**src/rtl/vga_pkg.sv**
```systemverilog
// Shared types and default 640x480@60 Hz timing for the VGA raster generator.
package vga_pkg;

    typedef logic [9:0] coord_t;

    typedef struct packed {
        logic hsync;
        logic vsync;
        logic blank_n;
    } sync_t;

    localparam int DEF_H_ACTIVE = 640;
    localparam int DEF_H_FP     = 16;
    localparam int DEF_H_SYNC   = 96;
    localparam int DEF_H_BP     = 48;
    localparam int DEF_V_ACTIVE = 480;
    localparam int DEF_V_FP     = 10;
    localparam int DEF_V_SYNC   = 2;
    localparam int DEF_V_BP     = 33;

    localparam int DEF_H_TOTAL = DEF_H_ACTIVE + DEF_H_FP + DEF_H_SYNC + DEF_H_BP;
    localparam int DEF_V_TOTAL = DEF_V_ACTIVE + DEF_V_FP + DEF_V_SYNC + DEF_V_BP;

    localparam int COORD_LIMIT = 1024;

    function automatic coord_t wrap_inc(input coord_t v, input coord_t last);
        return (v == last) ? '0 : v + coord_t'(1);
    endfunction

endpackage

```
**src/rtl/vga_pixel_clk_div.sv**
```systemverilog
// Divides the system clock into a one-clk pixel enable and a 50% duty DAC clock.
module pixel_clk_div #(
    parameter int CLK_DIV = 2
) (
    input  logic clk_i,
    input  logic rst_i,
    output logic tick_o,
    output logic pix_en_o,
    output logic vga_clk_o
);

    localparam int DW = $clog2(CLK_DIV);
    localparam logic [DW-1:0] LAST = DW'(CLK_DIV - 1);
    localparam logic [DW-1:0] HALF = DW'(CLK_DIV / 2);

    logic [DW-1:0] div_cnt_q, div_cnt_d;
    logic          pix_en_q;
    logic          vga_clk_q;
    logic          wrap;

    assign wrap = (div_cnt_q == LAST);

    always_comb begin
        div_cnt_d = wrap ? '0 : div_cnt_q + DW'(1);
    end

    // vga_clk follows the counter value it will hold after this edge, so it
    // is high exactly while div_cnt sits in the upper half of its range.
    always_ff @(posedge clk_i or posedge rst_i) begin
        if (rst_i) begin
            div_cnt_q <= '0;
            pix_en_q  <= 1'b0;
            vga_clk_q <= 1'b0;
        end else begin
            div_cnt_q <= div_cnt_d;
            pix_en_q  <= wrap;
            vga_clk_q <= (div_cnt_d >= HALF);
        end
    end

    assign tick_o    = wrap;
    assign pix_en_o  = pix_en_q;
    assign vga_clk_o = vga_clk_q;

endmodule

```
**src/rtl/vga_controller.sv**
```systemverilog
// Raster timing generator: pixel counters, sync/blank decode and line/frame pulses.
// Optional VGA_CTRL_ALIGN_EN delays hsync/vsync/blank_n by ALIGN_LAT pixel ticks.
module vga_controller
    import vga_pkg::*;
#(
    parameter int H_ACTIVE  = DEF_H_ACTIVE,
    parameter int H_FP      = DEF_H_FP,
    parameter int H_SYNC    = DEF_H_SYNC,
    parameter int H_BP      = DEF_H_BP,
    parameter int V_ACTIVE  = DEF_V_ACTIVE,
    parameter int V_FP      = DEF_V_FP,
    parameter int V_SYNC    = DEF_V_SYNC,
    parameter int V_BP      = DEF_V_BP,
    parameter int CLK_DIV   = 2,
    parameter int HSYNC_POL = 0,
    parameter int VSYNC_POL = 0,
    parameter int ALIGN_LAT = 1
) (
    input  logic       clk,
    input  logic       rst,
    output logic       pix_en,
    output logic       vga_clk,
    output logic [9:0] x,
    output logic [9:0] y,
    output logic       hsync,
    output logic       vsync,
    output logic       blank_n,
    output logic       frame_start,
    output logic       line_start
);

    localparam int H_TOTAL = H_ACTIVE + H_FP + H_SYNC + H_BP;
    localparam int V_TOTAL = V_ACTIVE + V_FP + V_SYNC + V_BP;

    localparam coord_t H_LAST = coord_t'(H_TOTAL - 1);
    localparam coord_t V_LAST = coord_t'(V_TOTAL - 1);
    localparam coord_t H_ACT  = coord_t'(H_ACTIVE);
    localparam coord_t V_ACT  = coord_t'(V_ACTIVE);
    localparam coord_t HS_BEG = coord_t'(H_ACTIVE + H_FP);
    localparam coord_t HS_END = coord_t'(H_ACTIVE + H_FP + H_SYNC - 1);
    localparam coord_t VS_BEG = coord_t'(V_ACTIVE + V_FP);
    localparam coord_t VS_END = coord_t'(V_ACTIVE + V_FP + V_SYNC - 1);

    localparam logic  HS_ON     = (HSYNC_POL != 0);
    localparam logic  VS_ON     = (VSYNC_POL != 0);
    localparam sync_t SYNC_IDLE = '{hsync: !HS_ON, vsync: !VS_ON, blank_n: 1'b0};

    generate
        if (H_TOTAL > COORD_LIMIT || V_TOTAL > COORD_LIMIT) begin : g_bad_total
            $error("vga_controller: H_TOTAL and V_TOTAL must not exceed 1024");
        end
        if (CLK_DIV < 2 || (CLK_DIV % 2) != 0) begin : g_bad_div
            $error("vga_controller: CLK_DIV must be even and at least 2");
        end
        if (ALIGN_LAT < 1) begin : g_bad_lat
            $error("vga_controller: ALIGN_LAT must be at least 1");
        end
    endgenerate

    logic tick;

    pixel_clk_div #(
        .CLK_DIV (CLK_DIV)
    ) u_div (
        .clk_i     (clk),
        .rst_i     (rst),
        .tick_o    (tick),
        .pix_en_o  (pix_en),
        .vga_clk_o (vga_clk)
    );

    coord_t x_q, x_d;
    coord_t y_q, y_d;
    sync_t  dec_q, dec_d;
    logic   ls_q, ls_d;
    logic   fs_q, fs_d;
    sync_t  sync_out;

    always_comb begin
        x_d = x_q;
        y_d = y_q;
        if (tick) begin
            x_d = wrap_inc(x_q, H_LAST);
            if (x_q == H_LAST) begin
                y_d = wrap_inc(y_q, V_LAST);
            end
        end
    end

    // Decode from the next coordinates so the registered sync/blank describe
    // the same pixel as the registered x/y.
    always_comb begin
        dec_d.hsync   = (x_d >= HS_BEG && x_d <= HS_END) ? HS_ON : !HS_ON;
        dec_d.vsync   = (y_d >= VS_BEG && y_d <= VS_END) ? VS_ON : !VS_ON;
        dec_d.blank_n = (x_d < H_ACT) && (y_d < V_ACT);
        ls_d          = tick && (x_d == '0);
        fs_d          = ls_d && (y_d == '0);
    end

    always_ff @(posedge clk or posedge rst) begin
        if (rst) begin
            x_q   <= H_LAST;
            y_q   <= V_LAST;
            dec_q <= SYNC_IDLE;
            ls_q  <= 1'b0;
            fs_q  <= 1'b0;
        end else begin
            x_q  <= x_d;
            y_q  <= y_d;
            ls_q <= ls_d;
            fs_q <= fs_d;
            if (tick) begin
                dec_q <= dec_d;
            end
        end
    end

`ifdef VGA_CTRL_ALIGN_EN
    sync_t align_q [ALIGN_LAT];

    // Delay line matches the colour stage's memory read latency.
    always_ff @(posedge clk or posedge rst) begin
        if (rst) begin
            for (int i = 0; i < ALIGN_LAT; i++) begin
                align_q[i] <= SYNC_IDLE;
            end
        end else if (tick) begin
            align_q[0] <= dec_q;
            for (int i = 1; i < ALIGN_LAT; i++) begin
                align_q[i] <= align_q[i-1];
            end
        end
    end

    assign sync_out = align_q[ALIGN_LAT-1];
`else
    assign sync_out = dec_q;
`endif

    assign x           = x_q;
    assign y           = y_q;
    assign hsync       = sync_out.hsync;
    assign vsync       = sync_out.vsync;
    assign blank_n     = sync_out.blank_n;
    assign line_start  = ls_q;
    assign frame_start = fs_q;

endmodule

```
**config.mk**
```make
export PLATFORM = sky130hd
export DESIGN_NAME = vga_controller
export DESIGN_NICKNAME = d
export VERILOG_FILES = /design/src/rtl/vga_pkg.sv /design/src/rtl/vga_pixel_clk_div.sv /design/src/rtl/vga_controller.sv
export SDC_FILE = /design/constraint.sdc
export NUM_CORES = 1
export LEC_CHECK = 0
export CAP_MARGIN = 20
export CORE_MARGIN = 4
export CORE_UTILIZATION = 52
export CTS_CLUSTER_DIAMETER = 80
export CTS_CLUSTER_SIZE = 20
export DETAILED_ROUTE_END_ITERATION = 6
export PLACE_DENSITY = 0.79
export RECOVER_POWER = 100
export SLEW_MARGIN = 20
export SYNTH_ARGS = -nofsm -noshare
export SYNTH_HDL_FRONTEND = slang
export SYNTH_SLANG_ARGS = --single-unit
```
**constraint.sdc**
```tcl
create_clock -name clk -period 3.14 [get_ports clk]
set_clock_uncertainty 0.05 [all_clocks]
set_input_delay 0.314 -clock clk [delete_from_list [all_inputs] [get_ports clk]]
set_output_delay 0.314 -clock clk [all_outputs]
set_load 0.05 [all_outputs]
```
==> impl_summary.log <==
[metrics] DRC errors left: 0
[metrics] # hold bufs at CTS: 0
[metrics] master cell of the clock root buffer: sky130_fd_sc_hd__clkbuf_4
[metrics] Top-Level Pins: 29
[metrics] total routed wirelength: 3630 µm
[metrics] Final Max Slew Viols: 0
[metrics] PwrDens: ~250 nW/µm²
[metrics] clock transition at the register clock pins on the worst setup and hold paths after CTS: 0.14 ns
[metrics] share of the synthesized area in the top cell type: 0.228
[metrics] number of nets in the synthesized netlist: around 170
[metrics] static power due to leakage: 0.830 nW
[metrics] Final min period: 2.87 ns
[metrics] Sum Neg Setup Slack: 0 ns
[metrics] pre-CTS setup slack: 0.294 ns
[metrics] Yosys cell types: 50
[metrics] DR vias/cell: 5.74
[metrics] synthesis-to-layout area growth: 20.0%
[metrics] row count: 20
[metrics] PostCTS Resize Cnt: 0
[metrics] core footprint: 3030 µm²
[metrics] fraction of layout cells with a size suffix above 1: 0.162
[metrics] Area contributors post-synth: sky130_fd_sc_hd__dfrtp_1 23%, sky130_fd_sc_hd__dfstp_2 19%, sky130_fd_sc_hd__xnor2_1 5.9%
[metrics] number of setup buffers added after CTS: 0
[metrics] minimum setup slack in the final design: 0.266 ns
[metrics] largest net degree at the start of global routing: 28
[metrics] largest voltage drop on the vdd net: 179 µV
[metrics] count of nets left with antenna violations after detail routing: 0
[metrics] number of endpoints with negative hold slack in the final report: 0
[metrics] launching element type of the critical path: flop
[metrics] actual slew at the worst max-slew pin: 0.785 ns
[metrics] wire length of the first global-routing pass: 6380 µm
[metrics] cell count after synthesis: 164
[metrics] most used flip-flop cell after synthesis: sky130_fd_sc_hd__dfrtp_1
[metrics] post-route fraction of the period consumed by the critical path: 0.915
[metrics] nets: 197
[metrics] length of routed met2 wiring: 1860 µm
[metrics] met1 routed wirelength after detailed routing: 1550 µm
[metrics] GP Congestion: around 0.96
[metrics] number of H-tree levels: 1
[metrics] Highest Signal Layer: met4
[metrics] initial antenna violation count: 0
[metrics] power consumption: ~500 µW
[metrics] Post-Synth Adder-Cell Area: 0.0228
[metrics] type of element capturing the critical path: flop
[metrics] number of DRC markers in iteration 0: 90
[metrics] cell area after synthesis: 1640 µm²
[metrics] Max clock buf depth: 2
[metrics] post-synthesis xor/xnor area fraction: 0.0853
[metrics] drt wl/cell: 15.5 µm
[metrics] GR Overflow Total: 0
[metrics] worst hold path type: in -> async
[metrics] signal arrival time at the worst endpoint: 3.06 ns
[metrics] Initial Utilization: 0.543
[metrics] die height: 64.2 µm
[metrics] overall die area: 4120 µm²
[metrics] biggest fanout along the worst timing path: 8
[metrics] detailed placement HPWL: 2790 µm
[metrics] vias in the first global route: 1342
[metrics] Inserted Clock Buffers: 3
[metrics] total of flip-flops plus latches after synthesis: 27
[metrics] async set-reset flop share out of synthesis: 1.00
[metrics] diodes inserted: 0
[metrics] main combinational cell family by area after synthesis: simple AND/OR/NAND/NOR gates
[metrics] RSZ-0062 raised after global routing: false
[metrics] max_slew headroom: 0.477
[metrics] number of iterations in the first detailed-routing pass: 4
[metrics] sequential cell area fraction in the yosys report: 0.420
[metrics] number of clock sinks: 27
[metrics] proportion of synthesized area in mux cells: 0.0251
[metrics] synthesized-area fraction occupied by ao, oa, aoi and oai cells: 0.112
[metrics] simple logic cell fraction of the synthesized area: 0.280
[metrics] cell type contributing the most total cell area after synthesis: sky130_fd_sc_hd__dfrtp_1
[metrics] maximum clock frequency: 0.348 GHz
[metrics] maximum capacitance violations: 0
[metrics] Chip Width: 64.2 µm
[metrics] vias after detailed routing: 1349
[metrics] status: complete, no violations
[metrics] data required time of the worst path: ~3.3 ns
[metrics] Setup CP Type: reg -> reg
[metrics] Clk Latency, worst-skew pair: 0.32 ns
[metrics] Final setup violation count: 0
[metrics] Mapped Avg Cell Area: 10.0 µm²
[metrics] Routed met3 length: between 150 and 200 µm
[metrics] EDFF count, synth: 0
[metrics] CTS tree: built
[metrics] warnings from Yosys: 0
[metrics] Port-buffer cells: 28
[metrics] overall track demand over capacity in global routing: 0.197
## stage by stage
stage	hold slack [ns]	std cells	utilization	area, µm²
detailed placement	0.441	230	0.642	1940
global placement	0.419	230	0.642	1940
floorplan	0.308	164	-	1640
global route	0.323	235	0.651	1970
finish	0.312	235	0.651	1970
CTS	0.461	234	0.651	1970
## flip-flops by register name, indices dropped and copies added, names as in the netlist
register        cells
x                  10
y                  10
blank_n             1
frame_start         1
hsync               1
line_start          1
u_div.pix_en_o      1
u_div.tick_o        1
vsync               1
## power breakdown
| part | switching [mW] | internal, mW | total [mW] |
|---|---|---|---|
| combinational | 0.00653 | 0.00119 | 0.00772 |
| clock | 0.0968 | 0.0477 | 0.144 |
| sequential | 0 | 0.349 | 0.349 |
| total | 0.103 | 0.398 | 0.501 |
## worst max-delay path: stages (launching register included)
cell and delay, ns:
sky130_fd_sc_hd__dfstp_2 0.61, sky130_fd_sc_hd__ha_1 0.27, sky130_fd_sc_hd__nand3_1 0.15, sky130_fd_sc_hd__or4_4 0.60, sky130_fd_sc_hd__or3_1 0.35, sky130_fd_sc_hd__xor2_1 0.30, sky130_fd_sc_hd__nand3_1 0.16, sky130_fd_sc_hd__nor4bb_2 0.31
## per-layer routing
metal  track usage  vias to the layer above
li1              -                      646
met1         0.251                      646
met2         0.338                       51
met3        0.0334                        6
met4        0.0607                        0
met5             0                        -
## synthesized netlist by cell type (3+ instances only)
cell type / instances
sky130_fd_sc_hd__nand3_1: 8
sky130_fd_sc_hd__xor2_1: 5
sky130_fd_sc_hd__buf_2: 3
sky130_fd_sc_hd__nor2_1: 12
sky130_fd_sc_hd__mux2i_1: 3
sky130_fd_sc_hd__dfstp_2: 12
sky130_fd_sc_hd__dfrtp_1: 15
sky130_fd_sc_hd__a21oi_1: 6
sky130_fd_sc_hd__ha_1: 3
sky130_fd_sc_hd__nand2_1: 13
sky130_fd_sc_hd__nand4_1: 6
sky130_fd_sc_hd__and3_1: 4
sky130_fd_sc_hd__inv_1: 9
sky130_fd_sc_hd__o21ai_0: 4
sky130_fd_sc_hd__clkbuf_1: 3
sky130_fd_sc_hd__xnor2_1: 11
## path summary, 6_finish.rpt
kind / start / slack, ns / end / cells after the start
min reg2reg: blank_n$_DFFE_PP0P_ / 0.47 / blank_n$_DFFE_PP0P_ / 2
max reg2reg: x[0]$_DFF_PP1_ / 0.27 / frame_start$_DFF_PP0_ / 7
max in group asynchronous: rst / 1.73 / y[4]$_DFF_PP0_ / 3
max: x[0]$_DFF_PP1_ / 0.27 / frame_start$_DFF_PP0_ / 7
min: rst / 0.31 / u_div.pix_en_o$_DFF_PP0_ / 2
min in group clk: blank_n$_DFFE_PP0P_ / 0.47 / blank_n$_DFFE_PP0P_ / 2
## layout make-up
class / count / area [µm²]
Tap cell: 44 / 55.1
Multi-Input combinational cell: 119 / 863
Timing Repair Buffer: 31 / 295
Fill cell: 256 / 1060
Sequential cell: 27 / 691
Inverter: 10 / 40.0
Clock inverter: 1 / 5.00
Clock buffer: 3 / 22.5
## layout by cell type (no fill, tap or decap), types with 2 or more instances in the layout
master	n
sky130_fd_sc_hd__a211oi_1	2
sky130_fd_sc_hd__a21oi_1	6
sky130_fd_sc_hd__a31oi_1	2
sky130_fd_sc_hd__and3_1	4
sky130_fd_sc_hd__clkbuf_1	2
sky130_fd_sc_hd__clkbuf_4	3
sky130_fd_sc_hd__dfrtp_1	15
sky130_fd_sc_hd__dfstp_2	12
sky130_fd_sc_hd__dlygate4sd3_1	28
sky130_fd_sc_hd__ha_1	3
sky130_fd_sc_hd__inv_1	8
sky130_fd_sc_hd__mux2i_1	3
sky130_fd_sc_hd__nand2_1	13
sky130_fd_sc_hd__nand2b_1	2
sky130_fd_sc_hd__nand3_1	8
sky130_fd_sc_hd__nand4_1	6
sky130_fd_sc_hd__nor2_1	12
sky130_fd_sc_hd__nor2b_1	2
sky130_fd_sc_hd__nor3_1	2
sky130_fd_sc_hd__nor3b_1	2
sky130_fd_sc_hd__nor4_1	2
sky130_fd_sc_hd__nor4b_2	2
sky130_fd_sc_hd__o211ai_1	2
sky130_fd_sc_hd__o21ai_0	4
sky130_fd_sc_hd__o31ai_1	2
sky130_fd_sc_hd__or2_2	2
sky130_fd_sc_hd__or3_1	2
sky130_fd_sc_hd__xnor2_1	11
sky130_fd_sc_hd__xor2_1	5
## logic make-up (layout without fill, tap and decap cells)
| family | count (synthesis) | after routing |
|---|---|---|
| and+or+nand+nor | 70 | 70 |
| buffers and inverters | 18 | 45 |
| DFF | 27 | 27 |
| adders and majority gates | 3 | 3 |
| AOI/OAI and AO/OA | 26 | 26 |
| xor gates and xnor gates | 16 | 16 |
| muxes | 4 | 4 |
Note: power is estimated with default switching activity, not from simulation.
